## config.mk

```make
export PLATFORM = sky130hd
export DESIGN_NAME = decoder_scan_sequencer
export DESIGN_NICKNAME = d
export VERILOG_FILES = /design/src/rtl/decoder_scan_sequencer.sv
export SDC_FILE = /design/constraint.sdc
export NUM_CORES = 1
export LEC_CHECK = 0
export CORE_ASPECT_RATIO = 2
export CORE_MARGIN = 2
export CORE_UTILIZATION = 35
export CTS_BUF_LIST = sky130_fd_sc_hd__clkbuf_8
export CTS_CLUSTER_SIZE = 14
export DETAILED_ROUTE_END_ITERATION = 10
export SLEW_MARGIN = 20
export SYNTH_ARGS = -nofsm -noshare
export SYNTH_HDL_FRONTEND = slang
export SYNTH_SLANG_ARGS = --single-unit
export TNS_END_PERCENT = 30
```

## constraint.sdc

```tcl
create_clock -name clk -period 6.7 [get_ports clk]
set_input_delay 1.34 -clock clk [delete_from_list [all_inputs] [get_ports clk]]
set_output_delay 1.34 -clock clk [all_outputs]
set_load 0.02 [all_outputs]
```

## src/rtl/decoder_scan_sequencer.sv

```systemverilog
// Round-robin scan driver for a 2-to-4 active-low decoder. The address only
// moves while enable is high (unless BLANK=0), so decoder outputs never glitch.
module decoder_scan_sequencer #(
  parameter int DWELL = 4,
  parameter int BLANK = 1,
  parameter int CW    = 8
) (
  input  logic       clk,
  input  logic       rst_n,
  input  logic       start,
  input  logic       stop,
  input  logic       one_shot,
  input  logic [3:0] mask,
  output logic       A,
  output logic       B,
  output logic       enable,
  output logic       busy,
  output logic       done
);

  typedef enum logic [1:0] {S_IDLE, S_BLANK, S_DRIVE} state_t;

  localparam logic [CW-1:0] DWELL_LD = CW'(DWELL - 1);
  localparam logic [CW-1:0] BLANK_LD = (BLANK == 0) ? CW'(0) : CW'(BLANK - 1);
  // Every channel is entered through BLANK, or straight into DRIVE when BLANK=0.
  localparam state_t        ENTRY_ST = (BLANK == 0) ? S_DRIVE : S_BLANK;
  localparam logic [CW-1:0] ENTRY_LD = (BLANK == 0) ? DWELL_LD : BLANK_LD;

  state_t        state, n_state;
  logic [CW-1:0] cnt, n_cnt;
  logic [1:0]    idx, n_idx;
  logic [3:0]    mask_q, n_mask;
  logic          os_q, n_os;
  logic          done_ev;
  logic          n_enable, n_busy, n_done;
  logic          above_found;
  logic [1:0]    above_idx;

  function automatic logic [1:0] lowest(input logic [3:0] m);
    lowest = 2'd0;
    for (int i = 3; i >= 0; i--)
      if (m[i]) lowest = 2'(i);
  endfunction

  // Next latched channel strictly above the current one; none found means wrap.
  always_comb begin
    above_found = 1'b0;
    above_idx   = idx;
    for (int i = 0; i < 4; i++)
      if (!above_found && (2'(i) > idx) && mask_q[i]) begin
        above_found = 1'b1;
        above_idx   = 2'(i);
      end
  end

  always_ff @(posedge clk or negedge rst_n) begin
    if (!rst_n) begin
      state  <= S_IDLE;
      cnt    <= '0;
      idx    <= 2'd0;
      mask_q <= 4'd0;
      os_q   <= 1'b0;
      enable <= 1'b1;
      busy   <= 1'b0;
      done   <= 1'b0;
    end else begin
      state  <= n_state;
      cnt    <= n_cnt;
      idx    <= n_idx;
      mask_q <= n_mask;
      os_q   <= n_os;
      enable <= n_enable;
      busy   <= n_busy;
      done   <= n_done;
    end
  end

  always_comb begin
    n_state = state;
    n_cnt   = cnt;
    n_idx   = idx;
    n_mask  = mask_q;
    n_os    = os_q;
    done_ev = 1'b0;
    if (stop) begin
      n_state = S_IDLE;
      n_cnt   = '0;
    end else begin
      case (state)
        S_IDLE:
          if (start && (mask != 4'd0)) begin
            n_mask  = mask;
            n_os    = one_shot;
            n_idx   = lowest(mask);
            n_state = ENTRY_ST;
            n_cnt   = ENTRY_LD;
          end
        S_BLANK:
          if (cnt == '0) begin
            n_state = S_DRIVE;
            n_cnt   = DWELL_LD;
          end else begin
            n_cnt = cnt - 1'b1;
          end
        S_DRIVE:
          if (cnt != '0) begin
            n_cnt = cnt - 1'b1;
          end else if (above_found) begin
            n_idx   = above_idx;
            n_state = ENTRY_ST;
            n_cnt   = ENTRY_LD;
          end else if (os_q) begin
            n_state = S_IDLE;
            n_cnt   = '0;
            done_ev = 1'b1;
          end else if (mask != 4'd0) begin
            // Continuous wrap: the live mask is picked up only here.
            n_mask  = mask;
            n_idx   = lowest(mask);
            n_state = ENTRY_ST;
            n_cnt   = ENTRY_LD;
          end else begin
            n_state = S_IDLE;
            n_cnt   = '0;
          end
        default: begin
          n_state = S_IDLE;
          n_cnt   = '0;
        end
      endcase
    end
  end

  always_comb begin
    n_enable = (n_state != S_DRIVE);
    n_busy   = (n_state != S_IDLE);
    n_done   = done_ev;
  end

  assign A = idx[1];
  assign B = idx[0];

endmodule

```

Word-level counts from Yosys, hierarchy flattened

Cells that the tools add are included.
Widths: inputs -> output; s select.

Output and inout bits: 5
Memories: 0
Latch bits: 0
Memory bits (writable): 0
ROM bits: 0
Register bits: 20

Shift operators: 0
Add/sub/neg operators: 1
Bitwise logic cells: 1
Multiply operators: 0
Divide/modulo/power cells: 0
Equal/unequal tests: 12
Muxes and demuxes: 42
Reduce and logical (&&, ||, !) cells: 20
Magnitude comparators: 4

Operators by type and width:

| cell                | count |
|---|---|
| $mux 2              | 17 |
| $mux 8              | 4 |
| $pmux 8 s3          | 1 |
| $mux 4              | 5 |
| $reduce_and 7->1    | 2 |
| $mux 1              | 12 |
| $ne 2x2->1 const B  | 6 |
| $ne 3x3->1 const B  | 3 |
| $logic_and 1x1->1   | 8 |
| $logic_not 8->1     | 1 |
| $pmux 4 s2          | 1 |
| $reduce_bool 8->1   | 1 |
| $sub 8x1->8 const B | 1 |
| $ne 6x6->1 const B  | 1 |
| $pmux 2 s3          | 1 |
| $gt 1x2->1 const A  | 2 |
| $gt 2x2->1 const A  | 2 |
| $pmux 2 s2          | 1 |
| $reduce_bool 2->1   | 2 |
| $reduce_bool 4->1   | 1 |
| $logic_not 1->1     | 3 |
| $reduce_and 3->1    | 1 |
| $eq 2x1->1 const B  | 1 |
| $eq 2x2->1 const B  | 1 |
| 2 further kinds     | 2 |

Depth between registers and ports, before layout

Depth in word-level cells: 20
Gate-level depth with buffers: 7

Worst setup path before layout

OpenSTA, ideal clock, no wires.

Path type: in2reg
Start: in mask[1]
End: reg cnt[4]
Library setup time: 0.121 ns
Buffers on the path: 0
Data required time: 6.579 ns
Arrival: 2.691 ns
Slack: 3.888 ns
Stages on the path: 5
Cell sequence: o41ai_1 -> nand2_1 -> nor2_1 -> o21ai_0 -> a22o_1

Word-level cells in the longest chain between the ends: 3

Ends and longest elaborated chain:

| element              | RTL line | source |
|---|---|---|
| start, declared      | 13       | `input logic [3:0] mask,` |
| $reduce_bool 4->1    | 91       | `if (start && (mask != 4'd0)) begin` |
| $logic_and 1x1->1    | 91       |  |
| $ne 3x3->1 (no line) | n/a      |  |
| end signal, assigned | 68       | `cnt <= n_cnt;` |
| end, declared        | 30       | `logic [CW-1:0] cnt, n_cnt;` |

No other way between the ends.
A chain may end at the register's enable or synchronous reset.

Worst setup path after layout

Start: in mask[1]
End: reg cnt[3]

Same word-level chain as after synthesis.

==> run metrics <==
outcome=completed; area growth from synthesis to layout=18.4%; synth top area cells=dfrtp_1, ha_1, o21ai_0; CP endpoint kind=flip-flop; final cell count without fillers=171; syn_nets=138; Critical Path Source Type=primary input; cell area after synthesis=1140 um2; reg-to-reg slack, setup=4.09 ns; worst hold endpoint=cnt[7]$_DFFE_PN0P_; vias per cell=5.70; capturing point of the worst reg2reg path=mask_q[1]$_DFFE_PN0P_; Die H=84.8 um; Initial Utilization=36.2%; Pre-antenna DRT Iters=4; HPWL Detailed=2020 um; R2R cell count=7; nets=155; gpl congestion=0.821; Iter 0 DRT Violations=23; Num CTS Buffers=3; post-synth top area share=39.4%; ANT nets after route=0; die footprint=3760 um2; Clk pin slew, worst setup/hold paths=0.07 ns; Slew HR=43.0%; cell taking the most area after synthesis=dfrtp_1; clock root cell=clkbuf_8; final setup violation count=0; RSZ-0062 raised after global routing=false; final max-slew violation count=0; maxcap violations=0; I/O pins=14; pwr/cell area=304 nW/um2; Critical R2R Launch=cnt[0]$_DFFE_PN0P_; PostCTS Resize Cnt=0; Cell variety after synth=39; Die Width=44.4 um; CTS tree=yes; Async S/R FF share, synth=100%; Worst-Skew Late Latency=0.26 ns; CTS sink cnt=19; count leader, synth=dfrtp_1; CP Max Fanout=5; Post-synth EDFFs=0; Residual DRC=0; minimum clock period=3.39 ns; critical path class=primary input to flip-flop; Global Route Usage Sum=15.8%; Ant. Diodes=0; leakage power=0.599 nW; share of post-route cells with drive strength above 1=8.57%; measured slew at the worst slew-check pin=0.852 ns; multi-input logic area=632 um2; pre-CTS setup slack=3.08 ns; first-pass GRT wire length=4380 um; Via Count=975; worst min-delay path class=flip-flop to flip-flop; Setup WS post-layout=3.31 ns; post-CTS setup buffers=0; placed cells=167; Final TNS setup=0 ns; fillers=319; hold_sp=cnt[7]$_DFFE_PN0P_; Final Hold Fails=0; Hold Buf Count CTS=0; peak supply drop=0.000180 V; Syn Inst Count=124; largest net degree at the start of global routing=20; routed length per placed instance=15.1 um; Worst Clk Skew=0.00733 ns; Yosys reg bits=19; antenna violations before repair=0; Min-Delay Path Depth=1; grt total ovfl=0; commonest cells in the netlist=dfrtp_1, nor2_1, o21ai_0; Longest Clk Path Bufs=2; register area=477 um2; core area=3160 um2; mean post-synth cell area=9.21 um2; worst path arrival time=3.49 ns; Post-synth top flop=dfrtp_1; CTS H-Tree Depth=1; max frequency=295 MHz; Std-Cell Rows=29; Post-Route WL=2580 um; IO buf count=13; fin crit share=50.5%; vias in the first global route=1046; required time of the worst setup path=6.81 ns; YS warnings=0; Seq/Total Area, Yosys=41.7%
## layout make-up
| class | instances | area share [%] |
|---|---|---|
| inverters | 8 | 2.22 |
| clock buffers | 3 | 3.05 |
| repair buffers | 13 | 9.62 |
| clock inverters | 1 | 0.278 |
| flip-flops and latches | 19 | 35.2 |
| well taps | 31 | 2.87 |
| multi-input cells | 96 | 46.7 |
## cells by family (layout without fill, tap and decap cells)
| logic type | Yosys count | after routing | synth area share (%) |
|---|---|---|---|
| compound gates | 36 | 36 | 21.4 |
| fa+ha+maj | 5 | 5 | 5.48 |
| buf+inv | 9 | 25 | 2.96 |
| flops | 19 | 19 | 41.7 |
| mux | 6 | 6 | 5.91 |
| simple gates | 49 | 49 | 22.6 |
## metrics by stage
step | util (%) | hold WS (ns) | area (um2) | total power, mW
3_3_place_gp | 41.4 | 0.480 | 1310 | 0.331
4_1_cts | 42.8 | 0.492 | 1350 | 0.416
6_report | 42.8 | 0.493 | 1350 | 0.412
3_5_place_dp | 41.4 | 0.478 | 1310 | 0.336
5_1_grt | 42.8 | 0.519 | 1350 | 0.440
2_1_floorplan | - | 0.438 | 1140 | 0.276
## cells in the final DEF (no fill, tap or decap), types with 3 or more instances in the layout
cell	Yosys	final
dfrtp_1	18	18
nor2_1	16	16
clkdlybuf4s50_1	0	13
o21ai_0	12	12
nand2_1	11	11
inv_1	8	9
a21oi_1	7	7
mux2_1	5	5
ha_1	5	5
o41ai_1	3	3
nor2b_1	3	3
nand2b_1	3	3
clkbuf_8	0	3
## layer usage
| metal | up-vias | global-route usage (%) | part of all wire, % |
|---|---|---|---|
| met5 | - | 0 | 0 |
| met4 | 0 | 9.37 | 2.0 |
| met3 | 5 | 2.80 | 2.5 |
| met2 | 15 | 30.5 | 60 |
| met1 | 476 | 13.5 | 36 |
| li1 | 479 | - | - |
## registers in the layout, summed over array words and instances, names as in the netlist
| signal | count |
|---|---|
| state | 2 |
| busy | 1 |
| cnt | 8 |
| idx | 2 |
| os_q | 1 |
| enable | 1 |
| mask_q | 3 |
| done | 1 |
## critical path, cell delays in order
cell,delay (ns)
clkdlybuf4s50_1,0.48
o41ai_1,0.69
nand2_1,0.24
o21ai_0,0.55
o21ai_0,0.19
## where the power goes
part           switching (mW)  internal (mW)  total [mW]
clock                  0.0376         0.0408      0.0783
combinational          0.0933         0.0738       0.167
sequential             0.0259          0.140       0.166
total                   0.157          0.255       0.412
## how the worst max path moves through the flow
stage	to	cells after the start	from	slack, ns
after floorplan	cnt[4]$_DFFE_PN0P_	5	mask[1]	3.89
after global placement	cnt[4]$_DFFE_PN0P_	6	mask[1]	3.15
after detailed placement	cnt[3]$_DFFE_PN0P_	5	mask[1]	3.08
after CTS	cnt[3]$_DFFE_PN0P_	5	mask[1]	3.34
after global routing	cnt[4]$_DFFE_PN0P_	6	mask[1]	3.17
final	cnt[3]$_DFFE_PN0P_	5	mask[1]	3.31
Power figures use the tool's default switching activity.
==> variant 1: new RTL, same settings <==
Re-encode `state_t` (3 states) as one-hot, 3 bits wide.
--- a/src/rtl/decoder_scan_sequencer.sv
+++ b/src/rtl/decoder_scan_sequencer.sv
@@ -20,3 +20,3 @@
 
-  typedef enum logic [1:0] {S_IDLE, S_BLANK, S_DRIVE} state_t;
+  typedef enum logic [2:0] {S_IDLE = 3'b001, S_BLANK = 3'b010, S_DRIVE = 3'b100} state_t;
 
Check against the original RTL: no difference found for any inputs over 10 cycles, from zero or initial values and one cycle with rst_n low; not proved beyond that.
==> variant 1 against the unedited design <==
Sequential power is 4% lower. Worst setup slack gained 79 ps. First-iteration DRC count grew 48%. Synthesized area up 0.66%. Count of clock-buffer cells in the layout rose by 1. Final area barely moved. Via count fell by 0.10%. Sequential cell count is 1 higher. Clock skew is 5.3 ps lower. Power decreased by 12%. Register-to-register slack better by 80 ps. Routed wire length is 0.58% lower. Largest power group is now registers.
==> variant 1: results (changes against the unedited design) <==
For the number of global-route vias before repair, the log shows 989 (-5.4%). The maximum fanout along the worst path came out at 8 (+3). The count of routing violations after the opening detailed-route iteration was 34 (+48%). The final layout net count came out at 148 (-4.5%). The commonest cells after synthesis are nor2_1 (19), dfrtp_1 (18), o21ai_0 (12). By area the synthesized netlist is led by dfrtp_1 (39%), nor2_1 (6.2%), o21ai_0 (5.2%). The global-route total usage across every layer was 15.5% (-0.24 points).

The largest registers in the layout are cnt x8, mask_q x3, state x3. Post-DP HPWL: 2010 µm (-0.78%). For the post-synthesis sequential area ratio, the log shows 43.7% (+2.0 points). The post-placement cell count is 164 (-1.8%).

The worst-case clock skew is 2.00 ps (-5.33 ps), and the largest net degree at the start of global routing is 21 (+5.0%). The placer congestion estimate is 0.814 (-0.89%). The tools report the register-to-register path setup slack as 4170 ps (+80 ps). In this run the critical register-to-register path is captured at cnt[3]$_DFFE_PN0P_. The average detailed-routed wire length per instance was 15.3 µm (+1.2%). The run gives 1300 µm² (-0.67%) as the instance area after placement. The run gives 3460 ps (-30 ps) as the data arrival at the endpoint of the critical path. Mean post-synth cell area: 9.27 µm² (+0.66%).

The wire length of the first global-routing pass was 4360 µm (-0.48%). The filler-free cell count of the finished design is 168 (-1.8%), and the ratio of cells with drive above 1 in the final layout is 13.1% (+4.6 points). The tools report the number of antenna violations at the first check in global routing as 0 (unchanged). The endpoint of the most critical setup path is cnt[6]$_DFFE_PN0P_.

For the number of distinct library cell variants in the gate-level netlist after synthesis, the log shows 41 (+5.1%). The transition time of the tightest slew-check pin was 883 ps (+31.2 ps); the worst setup slack after placement was 3140 ps (+66.7 ps). The maximum ir drop on the vdd rail was 182 µV (+1.1%); the ratio of final minimum period to clock period was 49.3% (-1.2 points). Total via count in the routed design: 974 (-0.10%). The tools report the number of search-and-repair iterations in the first detailed-routing pass as 6 (+2). The static leakage came out at 0.590 nW (-1.4%). The flow ran to the end, and the final reports show no timing, DRC or antenna violations.
[variant 1: cells by family (layout without fill, tap and decap cells)]
family,Yosys count,count (layout),share of synthesized area [%]
simple gates,47,47,23.0
flops,20,20,43.7
compound gates,38,38,21.8
xor+xnor,2,2,1.52
fa+ha+maj,1,1,1.09
mux,5,5,4.90
buf+inv,11,24,4.03
[variant 1: metal layers]
metal | vias up | GRT usage, % | part of all wire, %
met5 | - | 0 | 0
met2 | 18 | 29.1 | 59
li1 | 470 | - | -
met1 | 481 | 15.1 | 37
met3 | 5 | 2.13 | 2.3
met4 | 0 | 7.99 | 2.2
[variant 1: stage by stage]
| stage | util [%] | total power, mW |
|---|---|---|
| after global routing | 42.9 | 0.383 |
| after CTS | 42.9 | 0.365 |
| after detailed placement | 41.1 | 0.271 |
| after floorplan | - | 0.231 |
| after global placement | 41.1 | 0.269 |
| final | 42.9 | 0.362 |
[variant 1: how the worst min path moves through the flow]
stage	end	slack [ps]	cells past startpoint
finish	cnt[7]$_DFFE_PN0P_	480	1
global route	cnt[7]$_DFFE_PN0P_	520	1
CTS	cnt[7]$_DFFE_PN0P_	490	1
detailed placement	cnt[7]$_DFFE_PN0P_	480	1
global placement	cnt[7]$_DFFE_PN0P_	470	1
floorplan	cnt[7]$_DFFE_PN0P_	440	1
[variant 1: power by group]
part	switching [mW]	internal, mW	total [mW]
clock network	0.0412	0.0524	0.0936
registers	0.0194	0.140	0.159
logic	0.0578	0.0511	0.109
total	0.118	0.243	0.362
[variant 1: final cells by class]
class / count / area, µm²
Tap cell: 31 / 38.8
Sequential cell: 20 / 503
Inverter: 7 / 26.3
Fill cell: 308 / 1800
Clock buffer: 4 / 55.1
Multi-Input combinational cell: 93 / 601
Timing Repair Buffer: 13 / 130
[variant 1: worst max-delay path, stage by stage]
cell and delay (ps):
clkdlybuf4s50_1 470, o41ai_1 610, nor3b_1 740, o21ai_0 200, o41ai_1 100
==> variant 2: new RTL, same flow settings <==
Made on the original files. Set the parameter `CW` to 9 (it was 8).
--- a/src/rtl/decoder_scan_sequencer.sv
+++ b/src/rtl/decoder_scan_sequencer.sv
@@ -5,3 +5,3 @@
   parameter int BLANK = 1,
-  parameter int CW    = 8
+  parameter int CW    = 9
 ) (
Behaviour: same outputs for any inputs over 10 cycles, from zero or initial values and one cycle with rst_n low; that may be too few to reach the edited logic, so the function may still have changed.
==> variant 2 against the unedited design <==
Routed wire length up 3.1%. Sequential cell count up 1. Count of clock-buffer cells in the layout unchanged. Synthesized area up 2.2%. Power up 24%. Cell count down 3.5%. Final area up 2.0%. Worst setup slack better by 260 ps. Critical path depth up 1. Largest power group unchanged.
==> variant 2: results (changes against the unedited design) <==
For the number of global-route vias before repair, the log shows 1033 (-1.2%). By area the synthesized netlist is led by dfrtp_1 (41%), ha_1 (5.4%), nor2_1 (4.2%). The logs give 0 (unchanged) for the number of gates resized after CTS and 133 (-3.6%) for the net count after synthesis.

The wire length of the first global-routing pass was 4600 µm (+5.0%); the proportion of cell area occupied by registers was 36.4% (+1.1 points). The average detailed-routed wire length per instance came out at 16.2 µm (+6.9%). The number of non-clock buffers in the layout is 13 (unchanged), and the number of distinct library cell variants in the gate-level netlist after synthesis is 45 (+15%). The static leakage is 0.606 nW (+1.1%). The maximum fanout along the worst path is 7 (+2), and the worst-case clock skew is 7.44 ps (+0.110 ps). The fraction of standard cell area in multi-input logic works out to 46.2% (-0.48 points). In this run the critical register-to-register path is launched from cnt[2]$_DFFE_PN0P_. The final layout net count is 149 (-3.9%), and the buffer depth of the longest clock path is 2 (unchanged).

The number of sequential cells came out at 20 (+1). The number of post-CTS setup repair buffers was 0 (unchanged); the via-per-instance ratio was 5.81 (+1.8%). The tools report the maximum ir drop on the vdd rail as 187 µV (+3.8%). For the largest net degree at the start of global routing, the log shows 21 (+5.0%). The count of multi-input gates is 90 (-6.3%).

In the final layout, the registers with the most flip-flops are cnt x9, mask_q x3. The run gives 0 (unchanged) as the number of antenna violations at the first check in global routing. The tree is rooted in a clkbuf_8. The logs give 1170 µm² (+2.2%) for the post-synthesis instance area and 0 (unchanged) for the number of diodes. The count of non-CTS inverters in the layout works out to 7 (-1). The flow ran to the end, and the final reports show no timing, DRC or antenna violations. The number of fill cells is 329 (+3.1%), and the fraction of synthesis flops using an asynchronous set or reset pin is 100% (unchanged).

The quantity of I/O buffers inserted on ports is 13 (unchanged). The post-DP HPWL was 2070 µm (+2.3%). The proportion of final cell area spent on non-clock buffers is 9.43% (-0.19 points).

The data arrival at the endpoint of the critical path came out at 3280 ps (-210 ps). The instance area after placement is 1330 µm² (+1.5%), and the transition time of the tightest slew-check pin is 929 ps (+77.1 ps). The run gives 43.0% (+1.2 points) as the post-synthesis sequential area ratio. The number of warnings printed during yosys synthesis is 0 (unchanged). Source of the worst hold timing path: mask_q[1]$_DFFE_PN0P_. The fraction of area in clock buffers and inverters was 3.26% (-0.066 points).

The global-route total usage across every layer was 15.9% (+0.18 points). The tools report the start point of the critical path as mask[1]. The count of routing violations after the opening detailed-route iteration came out at 38 (+65%). The number of search-and-repair iterations in the first detailed-routing pass came out at 4 (unchanged). Counting instances in the post-synthesis netlist gives the leading cell types as dfrtp_1 (19), nor2_1 (13), inv_1 (7). For the placer congestion estimate, the log shows 0.870 (+6.0%). For the clock buffer count from CTS, the log shows 3 (unchanged). The ratio of cells with drive above 1 in the final layout was 12.7% (+4.1 points). STA classifies the critical path startpoint as an input port. The run gives 1380 µm² (+2.0%) as the final standard cell area without fillers.
variant 2: logic make-up (layout without fill, tap and decap cells):
kind of cell / after synthesis / count (layout) / share of synthesized area, %
compound gates: 31 / 31 / 19.7
flops: 20 / 20 / 43.0
fa+ha+maj: 5 / 5 / 5.36
simple gates: 44 / 44 / 20.4
mux: 5 / 5 / 4.82
buf+inv: 9 / 24 / 3.00
xor+xnor: 5 / 5 / 3.75
variant 2: power breakdown:
| part | switching (mW) | internal, mW |
|---|---|---|
| Sequential | 0.0363 | 0.155 |
| Combinational | 0.133 | 0.110 |
| Clock | 0.0374 | 0.0408 |
| Total | 0.207 | 0.305 |
variant 2: metrics by stage:
step | instances | hold slack [ps] | setup slack [ps]
floorplan | 119 | 496 | 3860
global placement | 161 | 538 | 3080
detailed placement | 161 | 532 | 2980
CTS | 165 | 552 | 3260
global route | 165 | 568 | 3370
finish | 165 | 547 | 3570
variant 2: worst paths after layout:
check / endpoint / slack, ps / depth (start not counted)
worst max-delay path: enable$_DFF_PN1_ / 3570 / 6
worst min-delay path: mask_q[1]$_DFFE_PN0P_ / 550 / 1
worst max register to register: mask_q[2]$_DFFE_PN0P_ / 3940 / 5
worst min register to register: mask_q[1]$_DFFE_PN0P_ / 550 / 1
max in group asynchronous: cnt[5]$_DFFE_PN0P_ / 4530 / 1
min in group asynchronous: cnt[4]$_DFFE_PN0P_ / 1600 / 1
variant 2: routing by layer:
metal  global-route usage, %  vias up  wire length [µm]
met3                    1.89        9                69
met1                    16.4      460               970
met2                    29.6       25              1530
li1                        -      464                 -
met4                    7.75        0                93
met5                       0        -                 0
variant 2: worst max-delay path: stages:
cell,delay (ps)
clkdlybuf4s50_1,490
o41ai_2,660
a21boi_0,190
a31o_2,240
a31oi_1,240
o21ai_0,130
